<file path="config.mk">
export PLATFORM = sky130hd
export DESIGN_NAME = mem_ctrl
export DESIGN_NICKNAME = d
export VERILOG_FILES = /design/src/rtl/mem_ctrl.sv
export SDC_FILE = /design/constraint.sdc
export NUM_CORES = 1
export LEC_CHECK = 0
export CORE_ASPECT_RATIO = 1.75
export CORE_MARGIN = 3
export CORE_UTILIZATION = 43
export CTS_CLUSTER_SIZE = 30
export DETAILED_ROUTE_END_ITERATION = 8
export GPL_TIMING_DRIVEN = 0
export PLACE_DENSITY = 0.81
export SLEW_MARGIN = 20
export SYNTH_ARGS = -nofsm -noshare
export SYNTH_HDL_FRONTEND = slang
export SYNTH_SLANG_ARGS = --single-unit
</file>
<file path="constraint.sdc">
create_clock -name clk_in -period 4.6 [get_ports clk_in]
set_input_delay 0.69 -clock clk_in [delete_from_list [all_inputs] [get_ports clk_in]]
set_output_delay 0.69 -clock clk_in [all_outputs]
set_load 0.005 [all_outputs]
</file>
<file path="src/rtl/mem_ctrl.sv">
// rtl/mem_ctrl.sv - byte-serial RAM controller arbitrating MEM and IF load/store requests
module mem_ctrl #(
    parameter int ADDR_WIDTH = 32
) (
    input  logic                  clk_in,
    input  logic                  rst_in,
    input  logic                  rdy_in,
    input  logic [1:0]            memctl_op,
    input  logic [1:0]            memctl_len,
    input  logic [ADDR_WIDTH-1:0] memctl_addr,
    input  logic [31:0]           memctl_data,
    output logic                  memctl_fin,
    output logic [31:0]           memctl_out,
    input  logic                  if_req,
    input  logic [ADDR_WIDTH-1:0] if_addr,
    output logic                  if_fin,
    output logic [31:0]           if_out,
    input  logic [7:0]            mem_din,
    output logic [7:0]            mem_dout,
    output logic [ADDR_WIDTH-1:0] mem_a,
    output logic                  mem_wr
);
    typedef enum logic [1:0] {IDLE, READ, WRITE, DONE} state_t;

    localparam logic [1:0] OP_LOAD = 2'b01;
    localparam logic [1:0] OP_SAVE = 2'b10;

    state_t                state;
    logic                  client_if;
    logic [2:0]            nbytes;
    logic [2:0]            cnt;
    logic [2:0]            cnt_inc;
    logic [1:0]            cap_idx;
    logic [ADDR_WIDTH-1:0] base;
    logic [31:0]           wdata;
    logic [31:0]           rbuf;
    logic [31:0]           rbuf_next;
    logic                  wr_q;
    logic                  mfin_q;
    logic                  ifin_q;
    logic [7:0]            held_din;
    logic                  held_valid;
    logic [7:0]            din_src;

    // Strobes are qualified so a paused or resetting cycle never writes RAM or signals completion.
    assign mem_wr     = wr_q & rdy_in & ~rst_in;
    assign memctl_fin = mfin_q & rdy_in & ~rst_in;
    assign if_fin     = ifin_q & rdy_in & ~rst_in;

    // The RAM keeps reading during a pause, so the byte due at the pause is kept aside.
    always_comb begin
        cnt_inc   = cnt + 3'd1;
        cap_idx   = 2'(cnt - 3'd1);
        din_src   = held_valid ? held_din : mem_din;
        rbuf_next = rbuf;
        rbuf_next[{cap_idx, 3'b000} +: 8] = din_src;
    end

    always_ff @(posedge clk_in) begin
        if (rst_in) begin
            state      <= IDLE;
            client_if  <= 1'b0;
            nbytes     <= 3'd0;
            cnt        <= 3'd0;
            base       <= '0;
            wdata      <= 32'd0;
            rbuf       <= 32'd0;
            wr_q       <= 1'b0;
            mfin_q     <= 1'b0;
            ifin_q     <= 1'b0;
            held_din   <= 8'd0;
            held_valid <= 1'b0;
            mem_a      <= '0;
            mem_dout   <= 8'd0;
            memctl_out <= 32'd0;
            if_out     <= 32'd0;
        end else if (!rdy_in) begin
            if (!held_valid) begin
                held_din   <= mem_din;
                held_valid <= 1'b1;
            end
        end else begin
            held_valid <= 1'b0;
            case (state)
                IDLE: begin
                    cnt  <= 3'd0;
                    rbuf <= 32'd0;
                    if (memctl_op == OP_LOAD || memctl_op == OP_SAVE) begin
                        client_if <= 1'b0;
                        base      <= memctl_addr;
                        wdata     <= memctl_data;
                        mem_a     <= memctl_addr;
                        nbytes    <= (memctl_len == 2'b00) ? 3'd1 :
                                     (memctl_len == 2'b01) ? 3'd2 : 3'd4;
                        if (memctl_op == OP_SAVE) begin
                            state    <= WRITE;
                            mem_dout <= memctl_data[7:0];
                            wr_q     <= 1'b1;
                        end else begin
                            state <= READ;
                        end
                    end else if (if_req) begin
                        client_if <= 1'b1;
                        base      <= if_addr;
                        mem_a     <= if_addr;
                        nbytes    <= 3'd4;
                        state     <= READ;
                    end
                end
                READ: begin
                    cnt <= cnt_inc;
                    if (cnt != 3'd0)
                        rbuf <= rbuf_next;
                    if (cnt_inc < nbytes)
                        mem_a <= base + ADDR_WIDTH'(cnt_inc);
                    if (cnt == nbytes) begin
                        state <= DONE;
                        if (client_if) begin
                            if_out <= rbuf_next;
                            ifin_q <= 1'b1;
                        end else begin
                            memctl_out <= rbuf_next;
                            mfin_q     <= 1'b1;
                        end
                    end
                end
                WRITE: begin
                    if (cnt_inc < nbytes) begin
                        cnt      <= cnt_inc;
                        mem_a    <= base + ADDR_WIDTH'(cnt_inc);
                        mem_dout <= wdata[{cnt_inc[1:0], 3'b000} +: 8];
                    end else begin
                        wr_q   <= 1'b0;
                        mfin_q <= 1'b1;
                        state  <= DONE;
                    end
                end
                DONE: begin
                    mfin_q <= 1'b0;
                    ifin_q <= 1'b0;
                    state  <= IDLE;
                end
                default: state <= IDLE;
            endcase
        end
    end
endmodule

</file>
# Word-level counts from Yosys, hierarchy flattened
# Index checks and enable logic that the tools add are counted.
# word_totals
regBits	221
inputBits	112
output_inout_bits	107
elab_cells	111
# classes
add_sub_neg	4
order_cmp	1
eq_ne	17
shifts	3
muxes	38
bitwise	8
reduce_logical	24
# ops
operator	count
32-bit two-way mux	4
32-bit case mux with 2 select lines	2
32-bit by 3-bit adder with 32-bit output	1
32-bit bitwise mux	1
8-bit two-way mux	4
8-bit by 7-bit variable shift with 32-bit output, first input constant	1
32-bit by 6-bit indexed part select with 8-bit output	1
8-bit by 7-bit indexed part select with 32-bit output	1
4-bit AND reduction	5
2-bit != test, second input constant	8
8-bit case mux with 2 select lines	1
3-bit two-way mux	5
5-bit AND reduction	3
3-bit AND reduction	4
1-bit two-way mux	11
2-bit two-way mux	5
2-bit nonzero test	5
3-bit case mux with 3 select lines	1
3-bit nonzero test	3
2-bit case mux with 4 select lines	1
5-bit negation with 7-bit output	1
1-bit bitwise AND	6
2-bit by 1-bit == test with 1-bit output, second input constant	3
2-bit == test, second input constant	3
other kinds (12)	15

# Depth between registers and ports, before layout
# Gate-level depths: netlist of the first run.
# depth
word_depth	6
mapped_depth	11
mapped_depth_nobuf	9

# Least setup slack after synthesis of the first run
# Ideal clock, no wire load.
# synth_path
kind	register to register
start	reg cnt[0]
end	reg mem_a[28]
setup_ps	132
arrival_ps	3060
required_time_ps	4468
path_slack_ps	1408
path_stages_with_launch	12
period_less_slack_ps	3192
cell_sequence	dfxtp_1 > buf_2 > inv_1 > ha_1 > buf_2 > inv_1 > fa_1 > nor2b_1 > o2111ai_2 > o31a_1 > o21ai_0 > a21oi_1
# synth_between
elab_chain_len	4
word_cells_on_any_way	7
# synth_lines
element	line	source
start, declared	31	logic [2:0] cnt;
start signal, assigned	111	cnt <= cnt_inc;
start signal, assigned	129	cnt <= cnt_inc;
3-bit by 1-bit adder with 3-bit output *	52	cnt_inc = cnt + 3'd1;
32-bit by 3-bit adder with 32-bit output / 3-bit less-than comparator (equally long branches)	--	
32-bit two-way mux / 2-bit by 1-bit != test with 1-bit output (equally long branches)	--	
32-bit case mux with 2 select lines / 4-bit AND reduction (equally long branches)	--	
end signal, assigned	92	mem_a <= memctl_addr;
end signal, assigned	115	mem_a <= base + ADDR_WIDTH'(cnt_inc);
end signal, assigned	130	mem_a <= base + ADDR_WIDTH'(cnt_inc);
end, declared	20	output logic [ADDR_WIDTH-1:0] mem_a,
# Mark *: on every way between the ends. The rest lies on a longest branch, timed or not. The select of a mux whose other input is x is not followed.
# A chain may end at the register's enable or synchronous reset.

# Worst setup path after layout of the first run
# Same ends and word-level chain as after synthesis.

==> out/qor.csv, run 1 <==
metric;value;unit
kind of critical path;register to register;
Final Max Tran Viols;0;
fin crit period;4.139;ns
routability cong.;0.9953;
Combinational Power Share;0.214;
core area;0.02343;mm^2
H-tree depth;1;
most common cell after layout, fill and taps aside;dfxtp_1;
DRT iter0 DRCs;566;
Die Wd;122.8;um
WL final;34970;um
global-route wire length before repair;53630;um
power share of the clock group;0.340;
initial antenna violation count;0;
DR vias;9970;
Post-Syn Area;0.01026;mm^2
Power, Total;0.004861;W
Setup-failing EPs final;0;
TNS Setup;0;ns
largest net degree at the start of global routing;16;
Syn-to-layout area delta;31.09;%
dpl hpwl;26490;um
CP peak stage delay;0.56;ns
GR met3 Demand/Resource;0.03919;
Diodes inserted;0;
class of the worst hold path;register to register;
Fin Clk Skew;0.01167;ns
Synth async-reset ratio;0;
DRT antenna net count;0;
drt first pass iters;5;
die height;210.4;um
# Post-CTS Setup Buffers;0;
hold path start;rbuf[19];
max-cap violations;0;
Die Footprint;0.02583;mm^2
Avg Inst Size Synth;8.608;um^2
Tcrit/Tclk final;0.8999;
GR Util met2;0.4846;
Crit Path Max Fanout;10;
final design utilization;0.5742;
initial core utilization;0.4380;
pwr/cell area;361.3;mW/mm^2
total grt overflow;0;
Worst EP arrival;4.49;ns
startpoint types;register;
Num CTS Buffers;21;
Synth cell types;63;
unrepaired setup endpoints after global routing;false;
Sw Share;0.2935;
FMAX;0.2416;GHz
Routed WL per cell;20.01;um
crit path from;cnt[0];
slowest CP cell;dfxtp_1;
cell internal pwr;0.003434;W
Slew @ Worst Pin;1.010;ns
CTS Hold Buffers Added;0;
status;completed;
commonest non-fill, non-tap cells in the layout;dfxtp_1, clkdlybuf4s50_1, a21oi_1;
IO buf count;218;
TritonCTS clock tree;done;
drt drc;0;
grt met1 use;0.2727;
Cell Chain, Critical Path;buf_2, inv_1, ha_1, buf_2, inv_1, fa_1, nor2b_1, o2111ai_2, o31a_1, o21ai_0, a21oi_1;
FF+latch count, synth;221;
total clock sinks;221;
GRT Max-Usage Layer;met2;
Max VDD drop;212.1;uV
Cells after Synth;1192;
Pleak;4.731;nW
final hold viol count;0;
register area share after synthesis;0.4312;
Worst setup EP type;register;
GRT Overall Usage;0.2628;
number of synthesized flops with an enable pin;0;
Yosys Warn Count;0;
CTS max path bufs;3;
row count;74;
net count after synthesis;1323;
ys flop type;dfxtp_1;
worst reg2reg path startpoint;cnt[0];
vias per inst;5.704;
worst path required time;4.95;ns
Sequential Power Share;0.446;
clock slew at reported path FFs;0.07;ns
Psw;0.001427;W
worst skew pair latency;0.50;ns
I/O Pins;219;
slew margin rel.;0.3215;
vias in the first global route;10292;
Layout Nets;1564;
CTS-repair resized insts;0;
fraction of layout cells with a size suffix above 1;0.06094;
CTS root buf;clkbuf_16;
## critical path, delay by kind of cell (launching register included)
kind | cells | cell delay [ns]
AOI/OAI and AO/OA | 4 | 1.01
adders and majority gates | 2 | 0.96
and+or+nand+nor | 1 | 0.39
buffers and inverters | 4 | 1.05
DFF | 1 | 0.56
## final cells by class
cell class                 instances  area (um^2)
clock buffer                      25        550.5
fill                            2121         9973
tap                              304        380.4
timing repair buffer             218         2182
multi-input combinational        861         5349
buffer                            90        412.9
clock inverter                     9        77.57
inverter                          20        75.07
sequential                       221         4424
## per-stage QoR
stage / hold slack (ns) / instance area, um^2 / cells / setup slack [ns]
6_report: 0.4476 / 13450 / 1748 / 0.4606
2_1_floorplan: 0.4273 / 10260 / 1192 / 1.408
3_3_place_gp: 0.4331 / 12820 / 1714 / 0.5521
4_1_cts: 0.4488 / 13450 / 1748 / 0.5050
3_5_place_dp: 0.4395 / 12820 / 1714 / 0.5303
5_1_grt: 0.4628 / 13450 / 1748 / 0.1688
## power groups by stage
stage	Clock, W	Combinational [W]	Sequential (W)
global route	0.00174	0.00112	0.00218
finish	0.00165	0.00104	0.00217
detailed placement	0	0.00103	0.00221
global placement	0	0.00101	0.00220
floorplan	0	0.000568	0.00218
CTS	0.00167	0.00104	0.00216
## Yosys cell counts, types with 3 or more instances
library cell,n,area share
a31o_2,3,0.0026
a211oi_1,109,0.080
nor2b_1,63,0.038
o22ai_1,8,0.0049
a21o_1,3,0.0022
dfxtp_1,221,0.43
mux2_2,9,0.0099
xnor2_1,10,0.0085
and4_1,6,0.0051
nor2_1,140,0.051
o21ai_0,13,0.0063
mux2i_1,43,0.042
o31ai_1,4,0.0029
clkbuf_1,59,0.022
nor4_1,5,0.0030
nor3_1,38,0.019
ha_1,18,0.022
nand3_1,17,0.0083
a211o_1,5,0.0043
nand2b_1,19,0.012
o211ai_1,8,0.0059
o21a_1,3,0.0022
buf_1,6,0.0022
or4_1,4,0.0029
nand2_1,107,0.039
inv_1,20,0.0073
nand4_1,9,0.0055
mux4_2,8,0.018
buf_6,5,0.0055
buf_4,5,0.0037
buf_2,15,0.0073
xor2_1,11,0.0094
and2_1,8,0.0049
and3_1,11,0.0067
a21oi_1,143,0.070
## registers in the layout, summed over array words and instances, names as in the netlist
| name | cells |
|---|---|
| base | 32 |
| state | 2 |
| wdata | 32 |
| ifin_q | 1 |
| rbuf | 32 |
| nbytes | 3 |
| mfin_q | 1 |
| mem_dout | 8 |
| wr_q | 1 |
| if_out | 32 |
| held_valid | 1 |
| client_if | 1 |
| held_din | 8 |
| cnt | 3 |
| memctl_out | 32 |
| mem_a | 32 |
## logic make-up after synthesis
family / count (synthesis) / synth area share
flops: 221 / 0.4312
simple gates: 440 / 0.2089
xor+xnor: 21 / 0.01792
buf+inv: 110 / 0.04755
fa+ha+maj: 19 / 0.02390
mux: 61 / 0.07048
compound gates: 320 / 0.2001
## path summary, 6_finish.rpt
kind	slack, ns	cells after the start	endpoint
max	0.46	11	mem_a[28]
min	0.45	2	rbuf[19]
max reg2reg	0.46	11	mem_a[28]
min reg2reg	0.45	2	rbuf[19]
## layer usage
metal  share of wire  up-vias  routed length (um)
met5               0        -                   0
met4           0.065        0                2285
met3           0.062      133                2172
met2            0.52      414               18100
met1            0.35     4710               12410
li1                -     4713                   -
Note: power is estimated with default switching activity, not from simulation.
==> inputs of run 2 (changes only) <==
--- a/config.mk
+++ b/config.mk
@@ -6,7 +6,6 @@
 export NUM_CORES = 1
 export LEC_CHECK = 0
 export CORE_ASPECT_RATIO = 1.75
-export CORE_MARGIN = 3
 export CORE_UTILIZATION = 43
 export CTS_CLUSTER_SIZE = 30
 export DETAILED_ROUTE_END_ITERATION = 8
==> run 2 against run 1 <==
Via count grew 0.86%. Sequential cell count is the same. Clock power grew 7%. Maximum frequency grew 1.4%. Core utilization grew 0.32 points. Worst setup slack gained 0.058 ns. Clock skew shrank 0.0027 ns. Sequential power is essentially flat. Non-clock buffer count is the same. Combinational power is essentially flat. Die area shrank 5.1%. Critical path type unchanged. Largest cell class unchanged.
==> out/qor.csv, run 2 (same netlist as run 1, synthesis figures left out) <==
metric;value;unit;change
Worst setup EP type;register;;unchanged
Power, Total;0.004977;W;was 0.004861 W
initial core utilization;0.4380;;unchanged
FMAX;0.2450;GHz;was 0.2416 GHz
drt first pass iters;7;;was 5
Pleak;4.763;nW;was 4.731 nW
DRT iter0 DRCs;670;;was 566
GRT Overall Usage;0.2744;;was 0.2628
Setup-failing EPs final;0;;unchanged
commonest non-fill, non-tap cells in the layout;dfxtp_1, clkdlybuf4s50_1, a21oi_1;;unchanged
total grt overflow;0;;unchanged
Die Wd;118.8;um;was 122.8 um
final design utilization;0.5774;;was 0.5742
final hold viol count;0;;unchanged
IO buf count;218;;unchanged
CP peak stage delay;0.55;ns;was 0.56 ns
TritonCTS clock tree;done;;unchanged
die height;206.4;um;was 210.4 um
slowest CP cell;dfxtp_1;;unchanged
class of the worst hold path;register to register;;unchanged
Fin Clk Skew;0.009009;ns;was 0.01167 ns
global-route wire length before repair;52690;um;was 53630 um
Max VDD drop;198.7;uV;was 212.1 uV
startpoint types;register;;unchanged
Tcrit/Tclk final;0.8873;;was 0.8999
Diodes inserted;0;;unchanged
most common cell after layout, fill and taps aside;dfxtp_1;;unchanged
drt drc;0;;unchanged
Final Max Tran Viols;0;;unchanged
slew margin rel.;0.3475;;was 0.3215
initial antenna violation count;0;;unchanged
fill cell count;2074;;was 2121
Die Footprint;0.02451;mm^2;was 0.02583 mm^2
worst path required time;4.97;ns;was 4.95 ns
CTS max path bufs;3;;unchanged
dpl hpwl;25670;um;was 26490 um
clock slew at reported path FFs;0.07;ns;about the same
fraction of layout cells with a size suffix above 1;0.06354;;was 0.06094
TNS Setup;0;ns;unchanged
WL final;34090;um;was 34970 um
CTS-repair resized insts;0;;unchanged
row count;74;;unchanged
unrepaired setup endpoints after global routing;false;;unchanged
vias in the first global route;10061;;was 10292
Place WS;0.5182;ns;was 0.5303 ns
CTS Hold Buffers Added;0;;unchanged
core area;0.02343;mm^2;unchanged
Layout Nets;1564;;unchanged
WHS;0.4472;ns;was 0.4476 ns
Routed WL per cell;19.46;um;was 20.01 um
fin crit period;4.082;ns;was 4.139 ns
worst skew pair latency;0.51;ns;was 0.50 ns
largest net degree at the start of global routing;16;;unchanged
vias per inst;5.740;;was 5.704
H-tree depth;1;;unchanged
Cell Chain, Critical Path;buf_2, inv_1, ha_1, buf_2, inv_1, fa_1, nor2b_1, o2111ai_2, o31a_1, o21ai_0, a21oi_1;;unchanged
Crit Path Max Fanout;10;;unchanged
Slew @ Worst Pin;0.9713;ns;was 1.010 ns
# Post-CTS Setup Buffers;0;;unchanged
Num CTS Buffers;21;;unchanged
setup ws final;0.5183;ns;was 0.4606 ns
pwr/cell area;367.9;mW/mm^2;was 361.3 mW/mm^2
routability cong.;0.9636;;was 0.9953
DRT antenna net count;0;;unchanged
I/O Pins;219;;unchanged
DR vias;10056;;was 9970
total clock sinks;221;;unchanged
CTS root buf;clkbuf_16;;unchanged
Syn-to-layout area delta;31.83;%;was 31.09%
Worst EP arrival;4.45;ns;was 4.49 ns
kind of critical path;register to register;;unchanged
max-cap violations;0;;unchanged
status;completed;;unchanged
## run 2: cell count changes in the layout (fill, tap and decap cells not counted)
cell / before / now
clkbuf_8: 1 / 7
clkinv_2: 6 / 3
clkinvlp_4: 0 / 1
## run 2: path summary, 6_finish.rpt
kind | end | cells past startpoint | start | slack [ns]
setup / recovery | mem_a[28] | 11 | cnt[0] | 0.52
setup reg to reg | mem_a[28] | 11 | cnt[0] | 0.52
hold / removal | rbuf[22] | 2 | rbuf[22] | 0.45
hold reg to reg | rbuf[22] | 2 | rbuf[22] | 0.45
## run 2: critical path, delay by kind of cell, from the launching register on
family / cells / cell delay, ns
flops: 1 / 0.55
fa+ha+maj: 2 / 0.97
compound gates: 4 / 1.00
buf+inv: 4 / 1.03
simple gates: 1 / 0.39
## run 2: cell type report
cell class | count | area, um^2 | share of cell area
sequential | 221 | 4424 | 0.3271
multi-input combinational | 861 | 5349 | 0.3954
clock buffer | 31 | 633.1 | 0.04680
tap | 304 | 380.4 | 0.02812
buffer | 90 | 412.9 | 0.03052
inverter | 20 | 75.07 | 0.005550
clock inverter | 7 | 70.07 | 0.005180
timing repair buffer | 218 | 2182 | 0.1613
## run 2: metrics by stage
stage               instance area [um^2]  cells
floorplan                          10260   1192
global placement                   12820   1714
detailed placement                 12820   1714
CTS                                13530   1752
global route                       13530   1752
finish                             13530   1752
## run 2: report_power, final
group / internal [W] / switching [W] / total, W
sequential: 0.00206 / 0.000115 / 0.00217
clock: 0.00101 / 0.000758 / 0.00177
combinational: 0.000468 / 0.000566 / 0.00103
## run 2: routing by layer
layer	up-vias	wire [um]	GRT usage
met3	125	2145	0.04001
met2	442	17930	0.5192
met4	0	1975	0.1736
li1	4713	-	-
met5	-	0	0
met1	4776	12030	0.2799
